**src/rtl/store_align_queue.sv**
```systemverilog
// rtl/store_align_queue.sv - store alignment, byte-enable encoding and in-order write buffer
//
// Ports:
//   clk, reset               clock (rising edge), asynchronous active-high reset
//   st_valid, st_op          store request from MEM (01=SW, 10=SH, 11=SB, 00=none)
//   st_addr, st_wdata        byte address and register data of the store
//   st_ready                 buffer has a free slot this cycle
//   st_exc                   misaligned store this cycle (combinational)
//   mem_req, mem_addr,       registered write request towards the bus: word address,
//   mem_byteen, mem_wdata    byte enables and lane-replicated data
//   mem_ack                  bus accepted the presented write
//   ld_addr, ld_conflict     load address in MEM; a buffered store hits the same word
//   buf_empty, buf_count     occupancy, including the entry being presented
module store_align_queue #(
  parameter int DEPTH = 4,
  parameter int CNT_W = 3
) (
  input  logic             clk,
  input  logic             reset,
  input  logic             st_valid,
  input  logic [1:0]       st_op,
  input  logic [31:0]      st_addr,
  input  logic [31:0]      st_wdata,
  output logic             st_ready,
  output logic             st_exc,
  output logic             mem_req,
  output logic [31:0]      mem_addr,
  output logic [3:0]       mem_byteen,
  output logic [31:0]      mem_wdata,
  input  logic             mem_ack,
  input  logic [31:0]      ld_addr,
  output logic             ld_conflict,
  output logic             buf_empty,
  output logic [CNT_W-1:0] buf_count
);

  localparam int PTR_W = $clog2(DEPTH);

  typedef enum logic {IDLE, BUSY} state_t;

  logic [29:0]      q_addr [DEPTH];
  logic [3:0]       q_be   [DEPTH];
  logic [31:0]      q_data [DEPTH];
  logic [DEPTH-1:0] q_vld;

  logic [PTR_W-1:0] rd_ptr, wr_ptr, nxt_ptr;
  logic [CNT_W-1:0] count;
  state_t           state;

  logic             misaligned;
  logic             push, pop;
  logic [3:0]       enc_be;
  logic [31:0]      enc_data;

  // Low address bits of the load are irrelevant to a word-granular hazard check.
  logic unused_ld_bits;
  assign unused_ld_bits = &{1'b0, ld_addr[1:0]};

  assign misaligned = ((st_op == 2'b01) && (st_addr[1:0] != 2'b00)) ||
                      ((st_op == 2'b10) && st_addr[0]);
  assign st_exc     = st_valid & misaligned;

  // Ready is based on the registered count only, so an ack in the same cycle
  // never opens a slot early; this keeps st_ready free of a mem_ack path.
  assign st_ready   = (count < CNT_W'(DEPTH));
  assign push       = st_valid & (st_op != 2'b00) & ~st_exc & st_ready;
  assign pop        = (state == BUSY) & mem_ack;
  assign nxt_ptr    = rd_ptr + PTR_W'(1);

  assign buf_count  = count;
  assign buf_empty  = (count == '0);

  always_comb begin
    enc_be   = 4'b1111;
    enc_data = st_wdata;
    case (st_op)
      2'b10: begin
        enc_be   = st_addr[1] ? 4'b1100 : 4'b0011;
        enc_data = {2{st_wdata[15:0]}};
      end
      2'b11: begin
        enc_be   = 4'b0001 << st_addr[1:0];
        enc_data = {4{st_wdata[7:0]}};
      end
      default: ;
    endcase
  end

  // The in-flight entry stays valid until acked, so it is covered here too.
  always_comb begin
    ld_conflict = 1'b0;
    for (int i = 0; i < DEPTH; i++) begin
      if (q_vld[i] && (q_addr[i] == ld_addr[31:2])) begin
        ld_conflict = 1'b1;
      end
    end
  end

  // Payload storage needs no reset; q_vld qualifies every slot.
  always_ff @(posedge clk) begin
    if (push) begin
      q_addr[wr_ptr] <= st_addr[31:2];
      q_be[wr_ptr]   <= enc_be;
      q_data[wr_ptr] <= enc_data;
    end
  end

  always_ff @(posedge clk or posedge reset) begin
    if (reset) begin
      rd_ptr     <= '0;
      wr_ptr     <= '0;
      count      <= '0;
      q_vld      <= '0;
      state      <= IDLE;
      mem_req    <= 1'b0;
      mem_addr   <= '0;
      mem_byteen <= '0;
      mem_wdata  <= '0;
    end else begin
      if (push) begin
        wr_ptr <= wr_ptr + PTR_W'(1);
      end

      case ({push, pop})
        2'b10:   count <= count + CNT_W'(1);
        2'b01:   count <= count - CNT_W'(1);
        default: ;
      endcase

      // A push never lands on the popped slot: push needs count<DEPTH and a
      // pop needs count>=1, so wr_ptr==rd_ptr cannot coincide with both.
      if (pop) begin
        q_vld[rd_ptr] <= 1'b0;
      end
      if (push) begin
        q_vld[wr_ptr] <= 1'b1;
      end

      case (state)
        IDLE: begin
          if (count != '0) begin
            mem_req    <= 1'b1;
            mem_addr   <= {q_addr[rd_ptr], 2'b00};
            mem_byteen <= q_be[rd_ptr];
            mem_wdata  <= q_data[rd_ptr];
            state      <= BUSY;
          end
        end
        BUSY: begin
          if (mem_ack) begin
            rd_ptr <= nxt_ptr;
            // A same-cycle push is not considered; it is picked up from IDLE.
            if (count > CNT_W'(1)) begin
              mem_addr   <= {q_addr[nxt_ptr], 2'b00};
              mem_byteen <= q_be[nxt_ptr];
              mem_wdata  <= q_data[nxt_ptr];
            end else begin
              mem_req <= 1'b0;
              state   <= IDLE;
            end
          end
        end
        default: state <= IDLE;
      endcase
    end
  end

endmodule

```
**config.mk**
```make
export PLATFORM = sky130hd
export DESIGN_NAME = store_align_queue
export DESIGN_NICKNAME = d
export VERILOG_FILES = /design/src/rtl/store_align_queue.sv
export SDC_FILE = /design/constraint.sdc
export NUM_CORES = 1
export LEC_CHECK = 0
export CAP_MARGIN = 20
export CORE_MARGIN = 2
export CORE_UTILIZATION = 60
export DETAILED_ROUTE_END_ITERATION = 10
export DONT_BUFFER_PORTS = 1
export PLACE_DENSITY = 0.76
export SYNTH_ARGS = -nofsm -noshare
export SYNTH_HDL_FRONTEND = slang
export SYNTH_SLANG_ARGS = --single-unit
export TNS_END_PERCENT = 100
```
**constraint.sdc**
```tcl
create_clock -name clk -period 3.2 [get_ports clk]
set_input_delay 0.48 -clock clk [delete_from_list [all_inputs] [get_ports clk]]
set_output_delay 0.48 -clock clk [all_outputs]
set_load 0.03 [all_outputs]
```
==> metrics.md <==
| Metric | Value |
|---|---|
| Worst setup margin | 0.399 ns |
| Inserted Clock Buffers | 36 |
| Post-route cell area | around 0.018 mm² |
| Hold path endpoint | q_addr[0][6]$_DFFE_PP_ |
| 1st-pass router iterations | 5 |
| Top cell type by total area after synthesis | edfxtp_1 |
| Placed Area | between 0.015 and 0.02 mm² |
| CTS Buffer Depth | 3 |
| TNS Setup | 0 ns |
| Reg2reg end | q_data[3][27]$_DFFE_PP_ |
| Pre-CTS setup slack | 0.700 ns |
| Worst-Skew Late Latency | 0.52 ns |
| Slew Limit Headroom | 0.260 |
| Proportion of layout cells with a drive suffix above 1 | 0.221 |
| Crit path max fanout | 3 |
| Warnings from Yosys | 0 |
| Slew Limit Fails | 0 |
| Hold path depth | 0 |
| Root Buffer | clkbuf_16 |
| Chip Height | 171 µm |
| Min-Delay Startpoint | st_addr[8] |
| Row count | between 60 and 70 |
| Port bufs | 0 |
| Final setup fails | 0 |
| Startpoint types | flip-flop |
| Antenna-violating nets left | 0 |
| Routability cong. | approximately 0.9 |
| Area Overhead vs Synth | 9.35% |
| Clock transition at path regs | 0.06 ns |
| Most common cell after layout, fill and taps aside | edfxtp_1 |
| Postcts setup bufs | 0 |
| DRC | 0 |
| Worst r2r src | buf_count[2]$_DFFE_PP0P_ |
| Reg2Reg Setup Slack | 0.69 ns |
| Final hold vios | 0 |
| Maximum VDD drop | 0.574 mV |
| Total number of vias | 9,065 |
| Top cell type's share of synthesized area | 0.473 |
| #FFs+latches synth | between 300 and 400 |
| HP Class | in -> reg |
| Gr usage total | 0.264 |
| Global-route wire length before repair | 56,400 µm |
| Status | completed |
| Mapped Area | between 0.015 and 0.02 mm² |
| H-tree levels | 2 |
| # diodes | 0 |
| Vias per cell | 6.39 |
| Commonest non-fill, non-tap cells in the layout | edfxtp_1 (264), mux4_2 (126), xnor2_1 (81) |
| CTS tree | yes |
| Synth top area cells | edfxtp_1 (47%), mux4_2 (17%), dfrtp_1 (12%) |
| Post-layout instance count excluding filler cells | roughly 1,400 |
| Worst Max-Slew Pin Slew | approximately 1.1 ns |
| I/O pin count | 178 |
| CP endpoint kind | primary output |
| Skew final | around 0.017 ns |
| Grt ovf | 0 |
| Number of DRC markers in iteration 0 | 797 |
| Final Cycle Share | 0.875 |
| Pin count of the biggest net entering global routing | 135 |
| Critical Path AT | about 2.3 ns |
| RSZ-0062 raised after global routing | no |
| Placed cell count | 1,350 |
| Pleak | 6.12 nW |
| Nets | around 1,100 |
| Reg2reg path depth | 5 |
| Max Clk Rate | 357 MHz |
| Seq/Total Area, Yosys | 0.591 |
| Syn Inst Count | 1,024 |
| Routed wire length | 37,300 µm |
| Worst Setup Path Type | reg -> out |
| Vias in the first global route | approximately 9,500 |
| HPWL after DPL | 25,000 µm |
| DIE AREA | 0.0293 mm² |
| Synth cell types | 35 |
| Initial core utilization | 0.607 |
| Smallest hold slack | around 0.048 ns |
| Core footprint | between 0.02 and 0.03 mm² |
| Tmin final | 2.80 ns |
| Max-Cap Viols | 0 |
| Post-Syn Area per Cell | 16.4 µm² |
| Critical Path RT | 2.72 ns |
| Initial antenna violation count | 0 |
| Die width | 171 µm |
| PwrDens | 948 mW/mm² |
| Wire per inst | about 26 µm |
| CTS sink count | 343 |
cell families after synthesis:
kind of cell	share of synthesized area
muxes	0.235
xor gates and xnor gates	0.0653
buffers and inverters	0.0302
adders and majority gates	0.00971
other	0.000224
and+or+nand+nor	0.0387
AOI/OAI and AO/OA	0.0299
DFF	0.591
final cells by class:
class	instances	area, µm²
Clock inverter	14	104
Multi-Input combinational cell	595	6380
Inverter	12	50.0
Sequential cell	343	9910
Fill cell	1874	9310
Tap cell	378	473
Clock buffer	52	1050
Timing Repair Buffer	24	353
worst max-delay path: stages, from the launching register on:
cell      delay (ns)
edfxtp_1        0.42
xnor2_1         0.34
nand4_1         0.18
nor4_1          0.39
nand4_1         0.14
nand4_1         0.34
worst max path at each step:
stage | end | from | slack (ns)
floorplan | q_addr[0][0]$_DFFE_PP_ | buf_count[2]$_DFFE_PP0P_ | 0.68
global placement | q_data[3][17]$_DFFE_PP_ | buf_count[2]$_DFFE_PP0P_ | 0.72
detailed placement | q_data[3][17]$_DFFE_PP_ | buf_count[2]$_DFFE_PP0P_ | 0.70
CTS | ld_conflict | q_addr[3][25]$_DFFE_PP_ | 0.32
global route | ld_conflict | q_addr[3][25]$_DFFE_PP_ | 0.28
finish | ld_conflict | q_addr[3][25]$_DFFE_PP_ | 0.40
Yosys cell counts, drive strengths merged:
| cell type | instances |
|---|---|
| and3 | 1 |
| ha | 13 |
| dfrtp | 79 |
| conb | 1 |
| a22o | 4 |
| buf | 49 |
| a21oi | 11 |
| mux2 | 17 |
| nor4 | 16 |
| mux2i | 75 |
| nand3b | 1 |
| a21boi | 1 |
| nand2b | 1 |
| a21o | 1 |
| and2 | 7 |
| nor2 | 9 |
| xnor2 | 81 |
| mux4 | 132 |
| nand4 | 25 |
| edfxtp | 264 |
| xor2 | 44 |
| o21bai | 1 |
| o21ai | 75 |
| inv | 12 |
| nor2b | 2 |
| o22ai | 1 |
| nand2 | 75 |
| clkbuf | 26 |
power by group:
group | leakage (nW) | switching (mW) | internal (mW)
sequential | 3.34 | 1.37 | 5.61
combinational | 2.21 | 3.14 | 3.19
clock | 0.567 | 1.67 | 2.38
total | 6.12 | 6.19 | 11.2
registers in the layout, indices dropped and copies added, names as in the netlist, 2 cells and up:
| signal | cells |
|---|---|
| wr_ptr | 2 |
| q_addr | 120 |
| mem_byteen | 4 |
| q_be | 16 |
| q_data | 128 |
| mem_wdata | 32 |
| rd_ptr | 2 |
| mem_addr | 30 |
| q_vld | 4 |
| buf_count | 3 |
timing repair:
action / in CTS / in global routing
resized for setup: 0 / 0
hold buffers: 0 / 1
hold endpoints to repair: 0 / 34
stage by stage:
step / util / power, mW
after detailed placement: 0.620 / 13.5
after global placement: 0.620 / 13.4
after floorplan: - / 12.3
after global routing: 0.663 / 18.3
after CTS: 0.662 / 17.6
final: 0.663 / 17.4
per-layer routing:
layer	vias to the layer above	part of all wire	track usage	routed length [µm]
li1	3977	-	-	-
met5	-	0	0	0
met4	0	0.024	0.0715	897
met2	341	0.51	0.458	19200
met1	4691	0.37	0.323	13800
met3	56	0.092	0.0784	3440
Power figures use the tool's default switching activity.
